===== src/rtl/fifo_cmd_player.sv =====
// -----------------------------------------------------------------------------
// fifo_cmd_player
//
// Consumer on the read side of the RFSoC command FIFO. Each FIFO word is
// {hold count, sample}. The sample is replayed on Sample_out for count+1
// consecutive cycles. One command is prefetched into a pending slot so that
// back-to-back commands of three or more cycles play with no gap.
//
// Ports:
//   Clk              single clock for the whole block
//   Clear_in         synchronous, active-high reset
//   Run_in           level enable for fetching and starting commands
//   Fifo_Data_in     FIFO read data, valid the cycle after a pop
//   Fifo_Empty_in    FIFO empty flag
//   Fifo_ReadEn_out  FIFO pop request
//   Sample_out       current sample, 0 when not valid
//   Valid_out        Sample_out carries a played sample this cycle
//   Busy_out         a command is playing, pending or in flight
//   Underflow_out    sticky: FIFO ran dry at the end of a command while running
//   CmdCount_out     commands started since Clear_in (wraps)
// -----------------------------------------------------------------------------
module fifo_cmd_player #(
    parameter int SAMPLE_WIDTH = 16,
    parameter int COUNT_WIDTH  = 16,
    parameter int DATA_WIDTH   = SAMPLE_WIDTH + COUNT_WIDTH
) (
    input  logic                    Clk,
    input  logic                    Clear_in,
    input  logic                    Run_in,
    input  logic [DATA_WIDTH-1:0]   Fifo_Data_in,
    input  logic                    Fifo_Empty_in,
    output logic                    Fifo_ReadEn_out,
    output logic [SAMPLE_WIDTH-1:0] Sample_out,
    output logic                    Valid_out,
    output logic                    Busy_out,
    output logic                    Underflow_out,
    output logic [31:0]             CmdCount_out
);

    typedef enum logic {
        ST_IDLE = 1'b0,
        ST_PLAY = 1'b1
    } state_t;

    // Player state
    state_t                  r_state;
    state_t                  w_state_next;
    logic [COUNT_WIDTH-1:0]  r_rem;
    logic [COUNT_WIDTH-1:0]  w_rem_next;
    logic [SAMPLE_WIDTH-1:0] r_sample;
    logic [SAMPLE_WIDTH-1:0] w_sample_next;

    // Prefetch path
    logic                    r_inflight;
    logic                    r_pend_valid;
    logic [DATA_WIDTH-1:0]   r_pend_data;

    logic                    r_underflow;
    logic [31:0]             r_cmd_count;

    logic                    w_cmd_end;
    logic                    w_load;
    logic                    w_pop;
    logic                    w_capture;
    logic                    w_underflow_evt;

    // Last cycle of the command currently being played.
    assign w_cmd_end = (r_state == ST_PLAY) && (r_rem == '0);

    // Start the pending command when the player is free at this edge.
    assign w_load = r_pend_valid && Run_in && ((r_state == ST_IDLE) || w_cmd_end);

    // Pop only when the pending slot is empty after this edge, so a capture
    // never lands on an occupied slot. Clear_in masks the request so no word
    // is lost from the FIFO while the block is being reset.
    assign w_pop = Run_in && !Fifo_Empty_in && !r_inflight &&
                   (!r_pend_valid || w_load) && !Clear_in;

    // One-cycle read latency: an in-flight word is on Fifo_Data_in now.
    assign w_capture = r_inflight;

    // FIFO ran dry exactly when a command ends while running.
    assign w_underflow_evt = w_cmd_end && Run_in && !r_pend_valid &&
                             !r_inflight && Fifo_Empty_in;

    // ---------------------------------------------------------------------
    // Player next-state logic
    // ---------------------------------------------------------------------
    always_comb begin
        w_state_next  = r_state;
        w_rem_next    = r_rem;
        w_sample_next = r_sample;
        case (r_state)
            ST_IDLE: begin
                if (w_load) begin
                    w_state_next  = ST_PLAY;
                    w_rem_next    = r_pend_data[DATA_WIDTH-1:SAMPLE_WIDTH];
                    w_sample_next = r_pend_data[SAMPLE_WIDTH-1:0];
                end
            end
            ST_PLAY: begin
                if (w_load) begin
                    // Back-to-back: next command starts with no bubble.
                    w_rem_next    = r_pend_data[DATA_WIDTH-1:SAMPLE_WIDTH];
                    w_sample_next = r_pend_data[SAMPLE_WIDTH-1:0];
                end else if (r_rem == '0) begin
                    w_state_next  = ST_IDLE;
                end else begin
                    w_rem_next    = r_rem - 1'b1;
                end
            end
            default: begin
                w_state_next = ST_IDLE;
            end
        endcase
    end

    always_ff @(posedge Clk) begin
        if (Clear_in) begin
            r_state  <= ST_IDLE;
            r_rem    <= '0;
            r_sample <= '0;
        end else begin
            r_state  <= w_state_next;
            r_rem    <= w_rem_next;
            r_sample <= w_sample_next;
        end
    end

    // ---------------------------------------------------------------------
    // Prefetch, counters and flags
    // ---------------------------------------------------------------------
    always_ff @(posedge Clk) begin
        if (Clear_in) begin
            r_inflight   <= 1'b0;
            r_pend_valid <= 1'b0;
            r_pend_data  <= '0;
            r_underflow  <= 1'b0;
            r_cmd_count  <= '0;
        end else begin
            // A pop requires no word in flight, so the flag is just the pop.
            r_inflight <= w_pop;

            if (w_capture) begin
                r_pend_valid <= 1'b1;
                r_pend_data  <= Fifo_Data_in;
            end else if (w_load) begin
                r_pend_valid <= 1'b0;
            end

            if (w_load) begin
                r_cmd_count <= r_cmd_count + 32'd1;
            end

            if (w_underflow_evt) begin
                r_underflow <= 1'b1;
            end
        end
    end

    assign Fifo_ReadEn_out = w_pop;
    assign Valid_out       = (r_state == ST_PLAY);
    assign Sample_out      = (r_state == ST_PLAY) ? r_sample : '0;
    assign Busy_out        = (r_state == ST_PLAY) || r_pend_valid || r_inflight;
    assign Underflow_out   = r_underflow;
    assign CmdCount_out    = r_cmd_count;

endmodule


===== config.mk =====
export PLATFORM = sky130hd
export DESIGN_NAME = fifo_cmd_player
export DESIGN_NICKNAME = d
export VERILOG_FILES = /design/src/rtl/fifo_cmd_player.sv
export SDC_FILE = /design/constraint.sdc
export NUM_CORES = 1
export LEC_CHECK = 0
export ABC_AREA = 1
export CORE_MARGIN = 1.5
export CORE_UTILIZATION = 45
export DETAILED_ROUTE_END_ITERATION = 16
export GPL_ROUTABILITY_DRIVEN = 0
export PLACE_DENSITY = 0.81
export SKIP_LAST_GASP = 1
export SYNTH_ARGS = -nofsm -noshare
export SYNTH_HDL_FRONTEND = slang
export SYNTH_SLANG_ARGS = --single-unit

===== constraint.sdc =====
create_clock -name Clk -period 2.6 [get_ports Clk]
set_clock_uncertainty 0.05 [all_clocks]
set_input_delay 0.52 -clock Clk [delete_from_list [all_inputs] [get_ports Clk]]
set_output_delay 0.52 -clock Clk [all_outputs]
set_load 0.05 [all_outputs]

# Word-level counts from Yosys, hierarchy flattened
# Index checks and enable logic that the tools add are counted.
[totals]
regBits = 100
out_inout_bits = 52
word_cells = 47
[classes]
add_sub_neg = 2
n_eq_ne = 2
n_mux = 12
bitwise_logic = 1
reduce_logical = 22
[op_table]
columns = ["operator", "count"]
rows = [
  ["2-to-1 mux 16 bit", 5],
  ["adder 32 x 1 -> 32 bit (second input constant)", 1],
  ["case mux 16 bit (2 select lines)", 1],
  ["logical NOT 16 bit", 1],
  ["subtractor 16 x 1 -> 16 bit (second input constant)", 1],
  ["logical AND 1 bit", 11],
  ["2-to-1 mux 1 bit", 5],
  ["logical NOT 1 bit", 4],
  ["logical OR 1 bit", 4],
  ["inequality test 3 bit (second input constant)", 1],
  ["inequality test 2 bit (second input constant)", 1],
  ["case mux 1 bit (2 select lines)", 1],
  ["AND reduction 2 bit", 1],
  ["nonzero test 2 bit", 1],
  ["inverter 1 bit", 1],
]

# Depth between registers and ports, before layout
[logic_depth]
ltp_word = 7
mapped_depth = 13
ltp_nobuf = 12

# Worst setup path after synthesis
# Ideal clock, no wire load.
[synth_path]
path_type = "register to output"
start = "register r_rem[0]"
end = "output Fifo_ReadEn_out"
t_arrival_ps = 1976
required_time_ps = 2030
setup_slack_ps = 54
stages_incl_launch_ff = 12
n_path_buf = 1
path_cell_list = "dfxtp_1 inv_1 ha_1 nand2_1 nor2_2 nand2_2 nand2_4 nand2_4 buf_2 o21ai_2 inv_1 nor2_1"
[synth_between]
elab_chain_len = 7
[synth_rtl]
columns = ["element", "line_no", "source"]
rows = [
  ["start: declaration", "48", "logic [COUNT_WIDTH-1:0] r_rem;"],
  ["start signal: assignment", "125", "r_rem <= w_rem_next;"],
  ["logical NOT 16 bit", "68", "assign w_cmd_end = (r_state == ST_PLAY) && (r_rem == '0);"],
  ["logical AND 1 bit", "68", ""],
  ["logical OR 1 bit", "71", "assign w_load = r_pend_valid && Run_in && ((r_state == ST_IDLE) || w_cmd_end);"],
  ["logical AND 1 bit", "71", ""],
  ["logical OR 1 bit", "77", "(!r_pend_valid || w_load) && !Clear_in;"],
  ["logical AND 1 bit", "76", "assign w_pop = Run_in && !Fifo_Empty_in && !r_inflight &&"],
  ["logical AND 1 bit", "77", ""],
  ["end: declaration", "32", "output logic Fifo_ReadEn_out,"],
]
# No other way between the ends.

# Worst setup path after layout
# Ends and elaborated chain as after synthesis.

==> metrics.txt <==
antenna violations before repair 0; # fillers around 1,000; drt initial violations 211; most frequent cells in the layout nand2_1, nor2_1, dfxtp_1; CTS tree yes; Yosys warnings 0; Die Ht 109 um; largest net degree at the start of global routing 49; final wirelength approximately 12,000 um; Worst Hold Launch Underflow_out; WL/cell 11.5 um; Unique masters post-synth 29; initial core utilization 46.4%; commonest non-fill, non-tap cell in the layout nand2_1; period utilization 95.6%; post-DP HPWL 8280 um; Reg clk slew, reported paths 0.12 ns; share of layout cells above drive strength 1 7.83%; Ports 88; worst-path fanout max 5; worst setup path start r_rem[0]; Ant. Diodes 0; syn_nets between 800 and 900; Seq/Total Area, Yosys between 30% and 40%; Worst R2R Start r_rem[0]; Final setup viols 0; gr usage total 20.8%; FF+latch area roughly 2000 sq um; fin. max-slew vios 0; Highest Clock Rate 402 MHz; Max-cap violations 0; Synth async-reset ratio 0%; crit path capture type primary output; Layout area overhead 23.6%; status finished clean; synthesis-stage register bit count 100; Worst Tran Pin Value 0.601 ns; pwr/cell area 465 nW/um^2; TritonCTS Buffers 9; Avg Cell Area, Syn ~6.4 sq um; CTS H-tree depth 3; Rel. slew slack 59.9%; DR vias 4,939; Clock Tree Root clkbuf_8; Post-synth top flop dfxtp_1; CP arrival 1.92 ns; number of global-route vias before repair 4,285; Setup CP Type register to primary output; minimum clock period after layout between 2 and 2.5 ns; Initial DRT Pass Iterations 5; global-route wire length before repair roughly 20,000 um; final hold vios 0; Cells after Synth just under 800; Final #Nets 902; Startpoint Class register; Peak VDD IR 0.378 mV; GR Overflow Total 0; Static Leak 2.76 nW; clock tree buffer depth 2; Netlist Area Pre-Place 5060 sq um; sinks on the clock net 100; Placed Area 6020 sq um; latest clock arrival within the worst-skew pair about 0.38 ns; EDFF count, synth 0; row cnt 38; port buffer count 87; area of the multi-input gates between 2000 and 3000 sq um; die area roughly 12,000 sq um; total power 2.91 mW; Via density 4.90; Crit path required time between 2 and 2.5 ns; Tightest Hold Check Type register to register; design area about 6300 sq um; Die Wd approximately 110 um; Core Box Area 10,900 sq um; DRC 0; ANT nets after route 0
state kept, by name, summed over array words and instances (netlist names):
register       flops
CmdCount_out      32
r_pend_data       32
r_pend_valid       1
r_sample          16
Underflow_out      1
r_inflight         1
Valid_out          1
r_rem             16
area by class of cell:
cell class,instances,area share [%]
multi-input cells,589,42.6
flip-flops and latches,100,32.0
repair buffers,101,15.5
inverters,62,3.74
well taps,140,2.80
clock buffers,9,1.98
clock inverters,7,1.38
cell families after synthesis:
kind of cell	share of synthesized area, %
AOI/OAI and AO/OA	10.9
xor gates and xnor gates	4.16
adders and majority gates	0.742
buffers and inverters	7.89
DFF	39.6
and+or+nand+nor	36.7
routing by layer:
metal,vias to the layer above,GRT usage (%),wire (um)
met4,0,6.67,212
met3,19,3.29,522
met5,-,0,0
met2,123,31.7,5010
met1,2213,29.9,5860
li1,2584,-,-
final timing paths:
path                endpoint  slack (ns)  cells after the start
min reg2reg    Underflow_out        0.40                      2
max reg2reg         r_rem[1]        0.58                     11
min            Underflow_out        0.40                      2
max          Fifo_ReadEn_out        0.11                     11
power by group:
part	internal [mW]	switching, mW	leakage, nW	total, mW
logic	0.126	0.165	1.85	0.291
registers	1.57	0.0180	0.811	1.59
clock network	0.393	0.636	0.105	1.03
synth_stat cells, types with 6 or more instances:
cell type | instances | area share [%]
buf_2 | 6 | 0.59
clkbuf_1 | 18 | 1.3
inv_1 | 61 | 4.5
nand3b_1 | 15 | 2.2
o21ai_0 | 54 | 5.3
dfxtp_1 | 100 | 40
xor2_1 | 16 | 2.8
nand3_1 | 24 | 2.4
a21oi_1 | 42 | 4.2
nand2_1 | 256 | 19
nor2_1 | 152 | 11
xnor2_1 | 8 | 1.4
critical path: stages (launching register included):
cell,delay (ns)
dfxtp_2,0.35
inv_2,0.07
ha_1,0.15
nand2_1,0.09
nor2_2,0.14
nand2_2,0.09
nand2_4,0.09
nand2_4,0.07
o21ai_2,0.14
inv_1,0.10
nor2_4,0.11
buf_12,0.14
through the flow:
step	hold slack, ns	setup TNS (ns)	instances	worst slack, ns	utilization (%)
floorplan	0.384	0	784	0.0538	-
global placement	0.386	0	991	0.163	55.3
detailed placement	0.390	0	991	0.144	55.3
CTS	0.405	0	1008	0.0429	57.4
global route	0.430	-0.00385	1008	-0.00385	57.4
finish	0.402	0	1008	0.115	57.4
what timing repair did:
item | CTS | global route
hold endpoints to repair | 0 | 0
pin swaps | 1 | 0
buffers inserted | 1 | 0
resized for setup | 1 | 3
endpoints found under the setup margin | 1 | 1
cloned | 0 | 0
hold buffers | 0 | 0
Power figures use the tool's default switching activity.
